## config.mk

```make
export PLATFORM = sky130hd
export DESIGN_NAME = y86_fetch
export DESIGN_NICKNAME = d
export VERILOG_FILES = /design/src/rtl/y86_pkg.sv /design/src/rtl/y86_instr_split.sv /design/src/rtl/y86_fetch.sv
export SDC_FILE = /design/constraint.sdc
export NUM_CORES = 1
export LEC_CHECK = 0
export BUFFER_PORTS_ARGS = -buffer_cell sky130_fd_sc_hd__buf_2
export CAP_MARGIN = 30
export CORE_AREA = 2 2 188 190
export CTS_BUF_LIST = sky130_fd_sc_hd__clkbuf_8
export DETAILED_ROUTE_END_ITERATION = 6
export DIE_AREA = 0 0 190 192
export PLACE_DENSITY = 0.55
export SLEW_MARGIN = 20
export SYNTH_ARGS = -nofsm -noshare
export SYNTH_HDL_FRONTEND = slang
export SYNTH_SLANG_ARGS = --single-unit
```

## constraint.sdc

```tcl
create_clock -name clk -period 3.8 [get_ports clk]
set_input_delay 0.76 -clock clk [delete_from_list [all_inputs] [get_ports clk]]
set_output_delay 0.76 -clock clk [all_outputs]
set_load 0.01 [all_outputs]
```

## src/rtl/y86_pkg.sv

```systemverilog
// Shared Y86-64 definitions: instruction codes, status codes, register IDs
// and the fetch-stage state encoding.
package y86_pkg;

  localparam logic [3:0] I_HALT   = 4'h0;
  localparam logic [3:0] I_NOP    = 4'h1;
  localparam logic [3:0] I_RRMOVQ = 4'h2;
  localparam logic [3:0] I_IRMOVQ = 4'h3;
  localparam logic [3:0] I_RMMOVQ = 4'h4;
  localparam logic [3:0] I_MRMOVQ = 4'h5;
  localparam logic [3:0] I_OPQ    = 4'h6;
  localparam logic [3:0] I_JXX    = 4'h7;
  localparam logic [3:0] I_CALL   = 4'h8;
  localparam logic [3:0] I_RET    = 4'h9;
  localparam logic [3:0] I_PUSHQ  = 4'hA;
  localparam logic [3:0] I_POPQ   = 4'hB;

  localparam logic [2:0] STAT_AOK = 3'd1;
  localparam logic [2:0] STAT_HLT = 3'd2;
  localparam logic [2:0] STAT_ADR = 3'd3;
  localparam logic [2:0] STAT_INS = 3'd4;

  localparam logic [3:0] REG_NONE = 4'hF;
  localparam logic [3:0] REG_RSP  = 4'h4;

  typedef enum logic {
    S_RUN  = 1'b0,
    S_STOP = 1'b1
  } fetch_state_t;

endpackage

```

## src/rtl/y86_instr_split.sv

```systemverilog
// Combinational splitter: carves the 10-byte window at pc into instruction
// fields, checks encoding validity and computes the fall-through PC.
module y86_instr_split
  import y86_pkg::*;
(
  input  logic [79:0] bytes_i,
  input  logic [63:0] pc_i,
  output logic [3:0]  icode_o,
  output logic [3:0]  ifun_o,
  output logic [3:0]  ra_o,
  output logic [3:0]  rb_o,
  output logic [63:0] valc_o,
  output logic [63:0] valp_o,
  output logic        instr_valid_o,
  output logic        need_regids_o,
  output logic        need_valc_o
);

  logic ifun_ok;

  always_comb begin
    icode_o = bytes_i[7:4];
    ifun_o  = bytes_i[3:0];

    unique case (icode_o)
      I_RRMOVQ, I_JXX: ifun_ok = (ifun_o <= 4'd6);
      I_OPQ:           ifun_ok = (ifun_o <= 4'd3);
      default:         ifun_ok = (ifun_o == 4'd0);
    endcase
    instr_valid_o = (icode_o <= I_POPQ) && ifun_ok;

    unique case (icode_o)
      I_RRMOVQ, I_IRMOVQ, I_RMMOVQ, I_MRMOVQ, I_OPQ, I_PUSHQ, I_POPQ:
        need_regids_o = 1'b1;
      default:
        need_regids_o = 1'b0;
    endcase

    unique case (icode_o)
      I_IRMOVQ, I_RMMOVQ, I_MRMOVQ, I_JXX, I_CALL: need_valc_o = 1'b1;
      default:                                     need_valc_o = 1'b0;
    endcase

    if (need_regids_o) begin
      ra_o = bytes_i[15:12];
      rb_o = bytes_i[11:8];
    end else begin
      ra_o = REG_NONE;
      rb_o = REG_NONE;
    end

    // The constant follows the register byte when there is one.
    if (!need_valc_o)       valc_o = '0;
    else if (need_regids_o) valc_o = bytes_i[79:16];
    else                    valc_o = bytes_i[71:8];

    valp_o = pc_i + 64'd1 + {63'd0, need_regids_o} + (need_valc_o ? 64'd8 : 64'd0);
  end

endmodule

```

## src/rtl/y86_fetch.sv

```systemverilog
// Y86-64 SEQ fetch stage: PC register, run/stop FSM with latched status,
// retired-instruction counter and the bubble mux applied once stopped.
module y86_fetch
  import y86_pkg::*;
#(
  parameter logic [63:0] RESET_PC = 64'h0
) (
  input  logic        clk,
  input  logic        rst_n,
  input  logic        pc_en,
  input  logic [63:0] new_pc,
  input  logic [79:0] imem_data,
  input  logic        imem_error,
  output logic [63:0] imem_addr,
  output logic [63:0] pc,
  output logic [3:0]  icode,
  output logic [3:0]  ifun,
  output logic [3:0]  rA,
  output logic [3:0]  rB,
  output logic [63:0] valC,
  output logic [63:0] valP,
  output logic [2:0]  stat,
  output logic [63:0] retired
);

  fetch_state_t state_q;
  logic [63:0]  pc_q;
  logic [63:0]  retired_q;
  logic [2:0]   stat_q;
  logic [2:0]   stat_comb;

  logic [3:0]   split_icode, split_ifun, split_ra, split_rb;
  logic [63:0]  split_valc, split_valp;
  logic         instr_valid, need_regids, need_valc;

  y86_instr_split u_split (
    .bytes_i       (imem_data),
    .pc_i          (pc_q),
    .icode_o       (split_icode),
    .ifun_o        (split_ifun),
    .ra_o          (split_ra),
    .rb_o          (split_rb),
    .valc_o        (split_valc),
    .valp_o        (split_valp),
    .instr_valid_o (instr_valid),
    .need_regids_o (need_regids),
    .need_valc_o   (need_valc)
  );

  always_comb begin
    if (imem_error)        stat_comb = STAT_ADR;
    else if (!instr_valid) stat_comb = STAT_INS;
    else if (split_icode == I_HALT) stat_comb = STAT_HLT;
    else                   stat_comb = STAT_AOK;
  end

  always_ff @(posedge clk or negedge rst_n) begin
    if (!rst_n) begin
      state_q   <= S_RUN;
      pc_q      <= RESET_PC;
      retired_q <= '0;
      stat_q    <= STAT_AOK;
    end else begin
      unique case (state_q)
        S_RUN: begin
          // A faulting or halting fetch wins over a same-cycle pc_en.
          if (stat_comb != STAT_AOK) begin
            state_q <= S_STOP;
            stat_q  <= stat_comb;
          end else if (pc_en) begin
            pc_q      <= new_pc;
            retired_q <= retired_q + 64'd1;
          end
        end
        S_STOP: begin
          state_q <= S_STOP;
        end
        default: state_q <= S_STOP;
      endcase
    end
  end

  always_comb begin
    imem_addr = pc_q;
    pc        = pc_q;
    retired   = retired_q;
    if (state_q == S_STOP) begin
      icode = I_NOP;
      ifun  = 4'h0;
      rA    = REG_NONE;
      rB    = REG_NONE;
      valC  = '0;
      valP  = pc_q;
      stat  = stat_q;
    end else begin
      icode = split_icode;
      ifun  = split_ifun;
      rA    = split_ra;
      rB    = split_rb;
      valC  = split_valc;
      valP  = split_valp;
      stat  = stat_comb;
    end
  end

  // Sanity on splitter outputs: absent fields must read as their defaults.
  always_comb begin
    if (rst_n) begin
      assert (need_valc || split_valc == '0);
      assert (need_regids || (split_ra == REG_NONE && split_rb == REG_NONE));
    end
  end

endmodule

```

# ---- Word-level counts from Yosys, hierarchy flattened
# Index checks and enable logic that the tools add are counted.
dict set report word_totals {
  reg_bits 132
  inputBits 148
  output_inout_bits 339
  word_cells 51
}
dict set report op_classes {
  addsub 4
  order_cmp 3
  n_eq_ne 10
  mux 20
  n_bitwise 2
  n_reduce_logical 8
}
# operator count
set ops {}
lappend ops {{$mux W64} 4}
lappend ops {{$add A64 B1 Y64 const B} 2}
lappend ops {{$add A64 B1 Y64} 1}
lappend ops {{$add A64 B64 Y64} 1}
lappend ops {{$mux W4} 7}
lappend ops {{$eq A4 B3 Y1 const B} 4}
lappend ops {{$eq A4 B4 Y1 const B} 3}
lappend ops {{$mux W3} 3}
lappend ops {{$eq A4 B2 Y1 const B} 2}
lappend ops {{$logic_not A4 Y1} 2}
lappend ops {{$reduce_or A7 Y1} 1}
lappend ops {{$reduce_or A5 Y1} 1}
lappend ops {{$le A4 B2 Y1 const B} 1}
lappend ops {{$le A4 B3 Y1 const B} 1}
lappend ops {{$le A4 B4 Y1 const B} 1}
lappend ops {{$pmux W1 S2} 2}
lappend ops {{$mux W1} 3}
lappend ops {{$ne A3 B1 Y1 const B} 1}
lappend ops {{$reduce_and A3 Y1} 1}
lappend ops {{$mux W2} 1}
lappend ops {{$not A1 Y1} 2}
lappend ops {{$reduce_and A2 Y1} 1}
lappend ops {{$reduce_or A2 Y1} 1}
lappend ops {{$logic_and A1 B1 Y1} 1}

# ---- Logic depth before layout (Yosys ltp)
dict set report logic_depth {
  depth_word 9
  ltp_mapped 13
  mapped_depth_nobuf 11
}

# ---- Hierarchy
# From an unflattened synthesis, not the netlist that was laid out.
dict set report unflattened {
  hier_cells 1276
  hier_area_um2 10147.2
}
# mod instances cells_per_inst area_each_um2 seq_area_each_um2
set by_module_without_submodules {}
lappend by_module_without_submodules {y86_fetch 1 802 7528.5 3304.4}
lappend by_module_without_submodules {y86_instr_split 1 474 2618.8 0.0}

# ---- Least setup slack after synthesis
# OpenSTA, ideal clock, no wires.
dict set report synth_timing {
  kind {in2out}
  start {input port imem_data[6]}
  end {output port valP[30]}
  arrival_time_ns 3.265
  required_time_ns 3.040
  path_slack_ns -0.225
  stages 13
  path_buffers 3
  path_cell_list {buf_6 -> mux2_2 -> inv_2 -> clkbuf_1 -> ha_1 -> inv_1 -> ha_1 -> a31oi_1 -> nor2_1 -> nand4_1 -> clkbuf_1 -> nor4_1 -> xnor2_1}
}
dict set report synth_via {
  elab_chain_len 6
  elab_cells_between_ends 17
  classes_between {2 x add/sub; 9 x eq/ne; 4 x mux; 2 x reduce/logical}
}
# element line_no
set synth_lines {}
lappend synth_lines {{from (decl)} y86_fetch.sv:12} ;# input logic [79:0] imem_data,
lappend synth_lines {{$eq A4 B2 Y1, or another cell as far along} y86_instr_split.sv:32} ;# unique case (icode_o)
lappend synth_lines {{$reduce_or A7 Y1 or $reduce_or A5 Y1 (tied branches)} {y86_instr_split.sv:32, y86_instr_split.sv:39}}
lappend synth_lines {{$mux W1, on equally long branches} {y86_instr_split.sv:32, y86_instr_split.sv:39}}
lappend synth_lines {{$add A64 B1 Y64 or $mux W4 (tied branches)} y86_instr_split.sv:57} ;# valp_o = pc_i + 64'd1 + {63'd0, need_regids_o} + (need_valc_o ? 64'd8 : 64'd0);
lappend synth_lines {{$add A64 B64 Y64 *} y86_instr_split.sv:57}
lappend synth_lines {{$mux W64 *} y86_fetch.sv:87} ;# if (state_q == S_STOP) begin
lappend synth_lines {{to (decl)} y86_fetch.sv:21} ;# output logic [63:0] valP,
# Mark *: on every way between the ends. The rest lies on a longest branch, timed or not.

# ---- Worst setup path after layout
dict set report layout_timing {
  start {input port imem_data[7]}
  end {output port valP[51]}
}
# The elaborated chain is that of the path after synthesis.

==> impl_metrics.yaml <==
place:
  portBuffers: 486
  placed_area_um2: 11800
  place_congestion: 0.926
  dp_hpwl_um: 27500
pwr:
  power.share.switching_pct: 28.7
  fin_total_pwr_uw: 3100
  switchingPower_uw: 890
  seqPwrFrac_pct: 46.1
  combPwrFrac_pct: 10.5
  ir_worst_vdd_mv: 0.180
  p_leak_uw: 0.00696
  power_frac_clock_pct: 43.4
  power_density_nw_per_um2: 246
  intPower_uw: 2210
cts:
  tritoncts: "built"
  cts.sinks: 132
  cts-root-buf: "clkbuf_8"
  cts_inserted_buffers: 17
  clockBufferDepth: 2
  clk_latency_ns: 0.48
  cts.hold.buffers_added: 0
  htreeDepth: 4
  clk_pin_slew_ns: 0.09
timing:
  slew_headroom_pct: 43.9
  finalSetupViolCount: 0
  rsz0062_at_grt: "true"
  tightest_slew_ns: 0.841
  final-hold-violation-count: 0
  fmax_mhz: 266
  tns_ns: 0
  post-route-period-util_pct: 98.9
  period_needed_ns: 3.76
  drv_slew: 0
  fin_hold_ws_ns: 0.314
  final.setup_skew_ns: 0.0174
floorplanning:
  initial_utilization_pct: 26.7
  core_area_um2: 34300
  die_w_um: 190
  dieArea_um2: 36500
  rows: 68
  die_h_um: 192
  pin_count: 487
finish:
  nets: 1603
  mostFrequentLayoutCells: "buf_2, nand2_1, dfrtp_1"
  diodes: 0
  drive_gt1_share_pct: 48.7
  mostFrequentLayoutCell: "buf_2"
  syn_to_final_growth_pct: 37.7
  final_area_um2: 12600
global_route:
  grt_max_degree: 78
  grt_util_met1_pct: 21.7
  grt.busiest_layer: "met2"
  grt_use_met2_pct: 33.4
  track_usage_pct: 18.5
  grt_use_met3_pct: 3.29
  grt_pass1_wl_um: 51600
  antenna_found_initial: 1
  grt_pass1_vias: 8735
  grt_overflow_total: 0
synthesis:
  ys_warn_count: 0
  syn-mean-instance-area_um2: 9.01
  synthesis.area_um2: 9150
  synth_cells: 1015
  synthFlopType: "dfrtp_1"
  synth-edff-count: 0
  netlist_top_cells_area: "dfrtp_1, xor2_1, nand2_1, mux2_4, buf_4"
  synth_nets: 1167
  yosys.area.top_type: "dfrtp_1"
  async_flop_share_pct: 100
  yosysSeqAreaShare_pct: 36.1
  ys_ff_latch: 132
  synth_cell_types: 44
  yosysTopAreaCellShare_pct: 35.8
routing:
  drtAntennaViolNets: 0
  drc: 0
  first_pass_iters: 5
  drt-initial-drc-count: 392
  wl_um: 35300
  num_vias: 9176
  wl_per_cell_um: 18.4
  via_per_inst: 4.78
run:
  cap_violations: 0
worst_hold_path:
  hp-class: "primary input to async pin"
setup_path:
  critPathRequiredTime_ns: 3.04
  crit_arrival_ns: 3.00
  end_kind: "output pin"
  path_max_fanout: 6
  criticalPathCategory: "primary input to output pin"
  start_kind: "primary input"
outcome:
  status: "complete, no violations"
## critical path, stage by stage
cell and delay [ns]:
buf_8 0.08, mux2i_2 0.21, o22ai_2 0.14, ha_1 0.32, nand4b_1 0.20, a211oi_2 0.27, buf_4 0.17, nand3_1 0.09
buf_6 0.20, nor4_2 0.24, xor2_1 0.15, buf_2 0.14
## flip-flops by register name (all words and copies together), names as in the netlist
signal and cells:
stat_q 3, state_q 1, retired 64, imem_addr 64
## metal layers
metal	share of wire [%]	up-vias	wire, µm
li1	-	4328	-
met2	52	376	18300
met3	5.5	38	1960
met4	2.8	0	978
met1	40	4434	14000
met5	0	-	0
## layout make-up
cell class | instances | area [µm²]
multi-input cells | 740 | 5330
inverters | 32 | 120
fillers | 3627 | 21700
clock buffers | 17 | 234
well taps | 455 | 569
repair buffers | 528 | 2850
flip-flops and latches | 132 | 3300
clock inverters | 15 | 194
## power by group through the flow
stage | clock network [µW] | logic [µW] | registers (µW)
global placement | 0 | 318 | 1460
CTS | 1400 | 322 | 1430
finish | 1350 | 326 | 1430
global route | 1450 | 361 | 1430
detailed placement | 0 | 319 | 1460
floorplan | 0 | 142 | 1460
## through the flow
step | setup WS [ns] | std cells | utilization [%]
CTS | -0.00402 | 1919 | 36.0
global placement | -0.260 | 1887 | 34.4
detailed placement | -0.297 | 1887 | 34.4
floorplan | 0.0282 | 1015 | -
global route | -0.140 | 1919 | 36.7
finish | 0.0434 | 1919 | 36.7
## synthesized netlist by cell type, types with 2 or more instances
master and instances:
o21ai_0 4, dfrtp_1 131, nand3_1 48, mux2_2 27, a22o_1 2, or3_1 10
and3_1 5, or2_2 4, nor4_2 31, nor4b_1 3, xor2_1 86, buf_4 64
and2_1 2, mux2_4 40, nor3_1 35, nand2_1 185, buf_6 10, nand4_1 37
a211oi_1 3, ha_1 4, buf_2 11, a21oi_1 68, nor4_1 38, nand2b_1 3
xnor2_1 40, nor2_1 39, clkbuf_1 26, o22ai_1 2, a21o_1 2, nor3_2 4
nor2b_1 8, inv_1 31
## final timing paths
kind,endpoint,slack [ns],startpoint,cells past startpoint
min,retired[48],0.31,rst_n,1
max reg2reg,retired[47],1.28,state_q,6
min reg2reg,retired[63],0.48,retired[63],1
max,valP[51],0.04,imem_data[7],12
max in group asynchronous,imem_addr[27],2.70,rst_n,2
min in group clk,retired[63],0.48,retired[63],1
## logic make-up after synthesis
logic type,Yosys count,share of synthesized area (%)
AND/OR/NAND/NOR,458,26.7
buffers and inverters,143,9.47
flip-flops,132,36.1
XOR/XNOR,126,12.1
AO/OA/AOI/OAI,84,5.13
multiplexers,68,10.0
adder cells (fa/ha/maj),4,0.547
## what timing repair did
| item | CTS | global route |
|---|---|---|
| gates cloned | 0 | 0 |
| pin swaps | 7 | 10 |
| gates resized for setup | 26 | 48 |
| setup endpoints to repair | 45 | 48 |
| setup buffers | 1 | 1 |
No activity file was read; power rests on OpenSTA's default activity.
